File: config.mk
export PLATFORM = sky130hd
export DESIGN_NAME = dmem_arbiter
export DESIGN_NICKNAME = d
export VERILOG_FILES = /design/src/rtl/dmem_pkg.sv /design/src/rtl/rr_arb2.sv /design/src/rtl/dmem_arbiter.sv
export SDC_FILE = /design/constraint.sdc
export NUM_CORES = 1
export LEC_CHECK = 0
export CORE_AREA = 2 2 117 119
export DETAILED_ROUTE_END_ITERATION = 8
export DIE_AREA = 0 0 119 121
export HOLD_SLACK_MARGIN = 0.1
export PLACE_DENSITY = 0.77
export SLEW_MARGIN = 20
export SYNTH_ARGS = -nofsm -noshare
export SYNTH_HDL_FRONTEND = slang
export SYNTH_SLANG_ARGS = --single-unit
File: constraint.sdc
create_clock -name clk -period 1.5 [get_ports clk]
set_input_delay 0.15 -clock clk [delete_from_list [all_inputs] [get_ports clk]]
set_output_delay 0.15 -clock clk [all_outputs]
set_load 0.01 [all_outputs]
File: src/rtl/dmem_pkg.sv
// Shared definitions for the data-memory arbiter and the planned IMEM/DMEM bus.
// Contents: FSM state encoding (IDLE, ISSUE) and requester owner IDs (M0, M1).
package dmem_pkg;

    typedef enum logic {
        IDLE  = 1'b0,  // memory port unused this cycle
        ISSUE = 1'b1   // owner's access is on the memory port this cycle
    } dmem_state_e;

    typedef enum logic {
        M0 = 1'b0,  // core LSU
        M1 = 1'b1   // DMA / debug requester
    } dmem_owner_e;

endpackage

File: src/rtl/rr_arb2.sv
// Combinational two-way round-robin pick.
// Ports:
//   req0, req1 : eligible requests
//   ptr        : tie-break, 0 favours requester 0, 1 favours requester 1
//   gnt0, gnt1 : one-hot pick (both 0 when nothing is eligible)
module rr_arb2 (
    input  logic req0,
    input  logic req1,
    input  logic ptr,
    output logic gnt0,
    output logic gnt1
);

    always_comb begin
        gnt0 = req0 && (!req1 || !ptr);
        gnt1 = req1 && (!req0 ||  ptr);
    end

endmodule

File: src/rtl/dmem_arbiter.sv
// Two-master arbiter in front of a single-port data memory.
// m0 (core LSU) and m1 (DMA/debug) each issue single-cycle accesses; the pick is
// registered, so a request seen in cycle N reaches the memory port in cycle N+1.
// Ports:
//   clk, rst                      : clock, synchronous active-high reset
//   m0_req/we/addr/wdata/lock     : core request (lock excludes m1 while held)
//   m0_gnt/rvalid/rdata           : core grant pulse, read-data pulse and data
//   m1_req/we/addr/wdata          : DMA/debug request
//   m1_gnt/rvalid/rdata           : DMA/debug grant pulse, read-data pulse and data
//   mem_addr/dataW/MemRW          : memory port drive (all zero when idle)
//   mem_dataR                     : memory read data, combinational from mem_addr
module dmem_arbiter
    import dmem_pkg::*;
#(
    parameter int ADDR_W = 32,
    parameter int DATA_W = 32
) (
    input  logic              clk,
    input  logic              rst,
    input  logic              m0_req,
    input  logic              m0_we,
    input  logic [ADDR_W-1:0] m0_addr,
    input  logic [DATA_W-1:0] m0_wdata,
    input  logic              m0_lock,
    output logic              m0_gnt,
    output logic              m0_rvalid,
    output logic [DATA_W-1:0] m0_rdata,
    input  logic              m1_req,
    input  logic              m1_we,
    input  logic [ADDR_W-1:0] m1_addr,
    input  logic [DATA_W-1:0] m1_wdata,
    output logic              m1_gnt,
    output logic              m1_rvalid,
    output logic [DATA_W-1:0] m1_rdata,
    output logic [ADDR_W-1:0] mem_addr,
    output logic [DATA_W-1:0] mem_dataW,
    output logic              mem_MemRW,
    input  logic [DATA_W-1:0] mem_dataR
);

    dmem_state_e state_q;
    dmem_owner_e owner_q;
    dmem_owner_e rr_ptr_q;  // requester favoured on the next tie
    logic        lock_q;

    logic m0_busy;
    logic m1_busy;
    logic lock_d;
    logic elig0;
    logic elig1;
    logic pick0;
    logic pick1;

    always_comb begin
        m0_busy = (state_q == ISSUE) && (owner_q == M0);
        m1_busy = (state_q == ISSUE) && (owner_q == M1);
        // The lock takes effect in m0's own issue cycle so m1 cannot slip in
        // right behind the locked access; it drops as soon as m0_lock falls.
        lock_d  = m0_lock && (lock_q || m0_busy);
        // The current owner is excluded so one request is never issued twice.
        elig0   = m0_req && !m0_busy;
        elig1   = m1_req && !m1_busy && !lock_d;
    end

    rr_arb2 u_rr_arb2 (
        .req0 (elig0),
        .req1 (elig1),
        .ptr  (rr_ptr_q == M1),
        .gnt0 (pick0),
        .gnt1 (pick1)
    );

    always_ff @(posedge clk) begin
        if (rst) begin
            state_q   <= IDLE;
            owner_q   <= M0;
            rr_ptr_q  <= M0;
            lock_q    <= 1'b0;
            m0_gnt    <= 1'b0;
            m1_gnt    <= 1'b0;
            m0_rvalid <= 1'b0;
            m1_rvalid <= 1'b0;
            m0_rdata  <= '0;
            m1_rdata  <= '0;
            mem_addr  <= '0;
            mem_dataW <= '0;
            mem_MemRW <= 1'b0;
        end else begin
            lock_q <= lock_d;

            // Read results are captured at the end of the issue cycle.
            m0_rvalid <= m0_busy && !mem_MemRW;
            m1_rvalid <= m1_busy && !mem_MemRW;
            if (m0_busy && !mem_MemRW) begin
                m0_rdata <= mem_dataR;
            end
            if (m1_busy && !mem_MemRW) begin
                m1_rdata <= mem_dataR;
            end

            if (pick0 || pick1) begin
                state_q  <= ISSUE;
                owner_q  <= pick1 ? M1 : M0;
                rr_ptr_q <= pick1 ? M0 : M1;
                m0_gnt   <= pick0;
                m1_gnt   <= pick1;
                if (pick1) begin
                    mem_addr  <= m1_addr;
                    mem_dataW <= m1_wdata;
                    mem_MemRW <= m1_we;
                end else begin
                    mem_addr  <= m0_addr;
                    mem_dataW <= m0_wdata;
                    mem_MemRW <= m0_we;
                end
            end else begin
                state_q   <= IDLE;
                m0_gnt    <= 1'b0;
                m1_gnt    <= 1'b0;
                mem_addr  <= '0;
                mem_dataW <= '0;
                mem_MemRW <= 1'b0;
            end
        end
    end

endmodule
Word level (Yosys, flattened, before mapping)

Cells that the tools add are included.

Bits of input ports: 167
Bits in read-only memories: 0
Memories kept: 0
Output and inout bits: 133
Bits in registers: 137
Word-level logic and storage cells: 43
Latch bits: 0
Bits in writable memories: 0

Shift-type cells: 0
Reduce and logical (&&, ||, !) cells: 22
Multiply operators: 0
Add/subtract/negate cells: 0
Mux-type cells: 6
$lt $le $gt $ge: 0
Div/mod/pow operators: 0
Bitwise gates (word level): 2
Equality and inequality tests: 0

Operators by type and width:

| operator          | count |
|---|---|
| $mux 32           | 2 |
| $logic_and 1x1->1 | 10 |
| $logic_not 1->1   | 7 |
| $logic_or 1x1->1  | 4 |
| $mux 1            | 4 |
| $not 1->1         | 2 |
| $reduce_or 2->1   | 1 |

Logic depth before layout (Yosys ltp)

Gate-level depths: netlist (run 1).

Depth after elaboration: 12
Gate-level depth with buffers: 6
Depth with buffers taken out: 4

Modules after synthesis

A second synthesis (run 1) with hierarchy kept.

Cells, all modules: 567
Area total of the unflattened synthesis: 5444.0 µm²

By module, submodules not included:

| module       | cells each | area each (µm²) | times used | sequential area each (µm²) |
|---|---|---|---|---|
| dmem_arbiter | 564        | 5425.2          | 1          | 2742.6 |
| rr_arb2      | 3          | 18.8            | 1          | 0.0 |

Worst setup path after synthesis (run 1)

No wires, ideal clock.

Kind: register to register
From: register owner_q
To: register mem_addr[0]
Stages on the path, launching flop included: 7
Arrival: 1.257 ns
Path buffers: 2
Data required time: 1.383 ns
Path slack: 0.127 ns
Setup time: 0.117 ns
Period minus slack after synthesis: 1.373 ns
Cell sequence: dfxtp_1 > nand2b_4 > nand3_1 > nor3b_2 > buf_6 > buf_4 > a22o_1

Cells in the longest elaborated chain, start to end: 12
Elaborated cells between the ends (all ways): 21
Those cells by class: mux: 1; bitwise: 2; reduce/logical: 18

Ends and longest elaborated chain:

| what                      | RTL line            | source |
|---|---|---|
| from (decl)               | dmem_arbiter.sv:42  | `dmem_owner_e owner_q;` |
| from (signal assigned)    | dmem_arbiter.sv:103 | `owner_q <= pick1 ? M1 : M0;` |
| $not 1->1                 | dmem_arbiter.sv:55  | `m0_busy = (state_q == ISSUE) && (owner_q == M0);` |
| $logic_and 1x1->1         | dmem_arbiter.sv:55  |  |
| $logic_or 1x1->1          | dmem_arbiter.sv:59  | `lock_d = m0_lock && (lock_q \|\| m0_busy);` |
| $logic_and 1x1->1         | dmem_arbiter.sv:59  |  |
| $logic_not 1->1           | dmem_arbiter.sv:62  | `elig1 = m1_req && !m1_busy && !lock_d;` |
| $logic_and 1x1->1         | dmem_arbiter.sv:62  |  |
| $logic_not 1->1           | rr_arb2.sv:15       | `gnt0 = req0 && (!req1 \|\| !ptr);` |
| $logic_or 1x1->1          | rr_arb2.sv:15       |  |
| $logic_and 1x1->1         | rr_arb2.sv:15       |  |
| $logic_or 1x1->1          | dmem_arbiter.sv:101 | `if (pick0 \|\| pick1) begin` |
| $not 1->1 (no line)       | --                  |  |
| $reduce_or 2->1 (no line) | --                  |  |
| to (signal assigned)      | dmem_arbiter.sv:108 | `mem_addr <= m1_addr;` |
| to (signal assigned)      | dmem_arbiter.sv:112 | `mem_addr <= m0_addr;` |
| to (decl)                 | dmem_arbiter.sv:35  | `output logic [ADDR_W-1:0] mem_addr,` |

Parallel ways exist; a longest one is shown, timed or not.
A chain may end at the register's enable or synchronous reset.

Worst setup path in the final report (run 1)

From: register m0_rdata[27]
To: output m0_rdata[27]

RTL lines:

| what                   | RTL line           | source |
|---|---|---|
| from (decl)            | dmem_arbiter.sv:27 | `output logic [DATA_W-1:0] m0_rdata,` |
| from (signal assigned) | dmem_arbiter.sv:95 | `m0_rdata <= mem_dataR;` |

No word-level cell between the ends.

==> impl_metrics.csv, run 1 <==
group,metric,value,unit
power_and_ir_drop,p_comb_share,16.3,%
setup_path,r2r_slack,60,ps
synthesis,synth_common_cells,"dfxtp_1, nand2_1, a21oi_1",
placement,hpwlAfterDp,11190,um
synthesis,synth_cell_types,20,
power_and_ir_drop,p_int,7.349,mW
setup_path,worst-path-stages,1,
placement,gp_congestion,0.7397,
setup_path,cp_max_fo,2,
cells_and_area,multi_input_area,1549,sq um
setup_path,critPathArrivalTime,1310,ps
cells_and_area,area_growth,85.97,%
global_route,antenna_found_initial,1,
synthesis,netlist_area,4477,sq um
setup_path,required,1350,ps
clock_network,cts_tree,"built",
worst_hold_path,min_to,"m0_rdata[17]$_SDFFE_PP0P_",
route,wl_per_cell,16.33,um
outcome,status,"completed",
synthesis,ys_top_cells_by_area,"dfxtp_1, a22o_1, nand2_1",
cells_and_area,layout-drive-gt1-share,7.843,%
setup_path,r2r_end,"mem_dataW[16]$_SDFF_PP0_",
synthesis,synth.avg_cell_area,9.839,sq um
power_and_ir_drop,p_leak,3.278,nW
route,remaining_drc_errors,0,
setup_path,slowest_delay,560,ps
route,dr_wl_met2,7943,um
sta,setup_viol_count_final,0,
die,io_pins,300,
setup_path,end_kind,"output pin",
cells_and_area,stdcell_area,8325,sq um
global_route,grt_pass1_vias,4359,
setup_path,start_kind,"flop",
synthesis,synth-seq-cells,137,
synthesis,synth_edf_count,0,
worst_hold_path,hold_path.class,"in2reg",
route,wl_met3,1211,um
sta,final_max_slew_viol_count,0,
sta,finalCritPeriodShare,97.53,%
power_and_ir_drop,vdd_ir_drop_max,0.6492,mV
setup_path,worstSetupPathType,"reg2out",
cells_and_area,fillers,1022,
clock_network,path_clk_slew,50,ps
route,vias_per_cell,4.735,
route,firstDrtPassIters,4,
die,die_y,121,um
power_and_ir_drop,switching_share,23.34,%
die,dieArea,14400,sq um
sta,tightestPinTransition,668.4,ps
clock_network,post-cts-setup-buffer-count,0,
setup_path,r2r_start,"state_q$_SDFF_PP0_",
power_and_ir_drop,power_frac_clock,42.4,%
route,antenna_left,0,
synthesis,ys_seq_area_share,61.26,%
global_route,grt_max_degree,67,
synthesis,yosysMostFrequentCell,"dfxtp_1",
synthesis,syn_inst,455,
synthesis,yosysTopAreaCell,"dfxtp_1",
power_and_ir_drop,p_seq_share,41.4,%
sta,skew,7.884,ps
route,wirelength,15370,um
route,num_vias,4456,
global_route,grt_pass1_wl,22400,um
route,drt_iter0_drc,285,
setup_path,critPathTopFamily,"buffers and inverters",
worst_hold_path,hold_depth,3,
synthesis,synthArstFlopShare,0,%
setup_path,crit_chain,"clkdlybuf4s50_1",
synthesis,synth_top_area_share,61.26,%
route,top_layer,"met4",
die,fp-row-count,42,
setup_path,r2r_cells,5,
die,core_area,13090,sq um
synthesis,syn-num-nets,622,
placement,place_area,7650,sq um
clock_network,cts_buffer_depth,2,
placement,port_buffers,299,
sta,final.setup.worst_slack,37.07,ps
clock_network,clkSinkCount,137,
cells_and_area,nets,919,
sta,clock.fmax,0.6836,GHz
setup_path,slowest_stage,"clkdlybuf4s50_1",
worst_hold_path,min-delay-start,"mem_dataR[17]",
run,cap_violations,0,
synthesis,synth_flop_cell,"dfxtp_1",
route,met1Wirelength,5745,um
sta,max-slew-margin-rel,55.44,%
clock_network,numCtsBuffers,17,
power_and_ir_drop,switching_power,2.238,mW
global_route,grt_usage,20.44,%
die,initial_core_util,34.21,%
cells_and_area,num_antenna_cells,0,
cells_and_area,seq_area,2746,sq um
sta,finalHoldViolCount,0,
sta,fin_hold_ws,319.3,ps
clock_network,htreeDepth,4,
clock_network,root_buffer,"clkbuf_16",
sta,finalCriticalPeriod,1463,ps
die,fp.dieW,119,um
power_and_ir_drop,p_per_area,1152,nW/um^2
setup_path,cp_num_buf_inv,1,
placement,place_ws,-295.8,ps
global_route,grt_overflow,0,
clock_network,clk-insertion-delay-late,420,ps
synthesis,ys_warn_count,0,
==> worst max-delay path by stage <==
stage	slack, ps	from	end
final	40	m0_rdata[27]$_SDFFE_PP0P_	m0_rdata[27]
after global routing	-10	owner_q$_SDFFE_PP0P_	mem_dataW[1]$_SDFF_PP0_
after CTS	8	owner_q$_SDFFE_PP0P_	mem_dataW[20]$_SDFF_PP0_
after detailed placement	-300	m0_lock	mem_dataW[20]$_SDFF_PP0_
after global placement	-240	m0_lock	mem_addr[22]$_SDFF_PP0_
after floorplan	130	owner_q$_SDFFE_PP0P_	mem_addr[0]$_SDFF_PP0_
==> cells in the final DEF (no fill, tap or decap) <==
master and n:
clkbuf_16 18, buf_12 6, nor3b_4 1, a22o_1 65
nand2b_4 1, or2b_1 1, or2_2 2, a21oi_4 1
inv_1 2, dlygate4sd2_1 3, dfxtp_1 134, nand2_1 131
dlymetal6s2s_1 9, inv_6 1, buf_4 5, nor2_1 2
clkdlybuf4s50_1 286, buf_2 1, clkbuf_1 1, dfxtp_2 3
clkbuf_8 2, dlygate4sd3_1 1, bufinv_16 2, nand3_2 1
clkinvlp_4 4, buf_6 2, o2111a_2 1, a21oi_1 67
clkinv_2 5, and3_1 1, o21ai_4 1, nor2_2 3
nand2b_1 2
==> registers in the layout, summed over array words and instances (netlist names) <==
name       cells
m1_gnt         1
rr_ptr_q       1
lock_q         1
m0_rvalid      1
state_q        1
mem_addr      32
owner_q        1
m1_rdata      32
m1_rvalid      1
mem_MemRW      1
m0_rdata      32
mem_dataW     32
m0_gnt         1
==> final cells by class <==
class / count / area share, %
repair buffers: 314 / 38.70
flip-flops and latches: 137 / 32.99
multi-input cells: 280 / 18.61
clock buffers: 20 / 5.485
well taps: 176 / 2.645
clock inverters: 12 / 1.488
inverters: 2 / 0.09017
==> power groups by stage <==
stage	Combinational, mW	Sequential, mW	Clock (mW)
floorplan	0.407	4.14	0
global placement	1.51	4.03	0
detailed placement	1.54	4.04	0
CTS	1.54	3.97	4.12
global route	1.66	3.98	4.32
finish	1.56	3.97	4.06
==> kinds of logic after synthesis <==
| family | count (synthesis) | share of synthesized area, % |
|---|---|---|
| AND/OR/NAND/NOR | 145 | 12.97 |
| buffers and inverters | 38 | 4.919 |
| AO/OA/AOI/OAI | 135 | 20.85 |
| flip-flops | 137 | 61.26 |
==> metal layers <==
| metal | GRT usage (%) | up-vias |
|---|---|---|
| met3 | 7.096 | 32 |
| li1 | - | 2150 |
| met5 | 0 | - |
| met4 | 10.04 | 0 |
| met1 | 21.31 | 2060 |
| met2 | 36.60 | 214 |
==> through the flow <==
step                util [%]  instances  TNS [ps]  total power, mW
detailed placement     58.46        906    -16040            5.581
global placement       58.46        906    -14710            5.545
floorplan                  -        455         0            4.545
finish                 63.63        941         0            9.587
global route           63.63        941    -53.29            9.957
CTS                    62.96        939         0            9.634
==> repair_timing <==
item                                    4_1_cts  5_1_grt
endpoints found under the setup margin        3       62
gates resized for setup                       4       16
endpoints found under the hold margin         3        0
hold buffers                                  1        0
pin swaps                                     0        1
gates cloned                                  0        2
Note: power is estimated with default switching activity, not from simulation.
==> run 2, diff against run 1 <==
--- a/config.mk
+++ b/config.mk
@@ -8,6 +8,7 @@
 export CORE_AREA = 2 2 117 119
 export DETAILED_ROUTE_END_ITERATION = 8
 export DIE_AREA = 0 0 119 121
+export GPL_ROUTABILITY_DRIVEN = 1
 export HOLD_SLACK_MARGIN = 0.1
 export PLACE_DENSITY = 0.77
 export SLEW_MARGIN = 20
==> results of run 2 <==
Same layout as run 1: the final DEF is identical, and so are final timing and power.
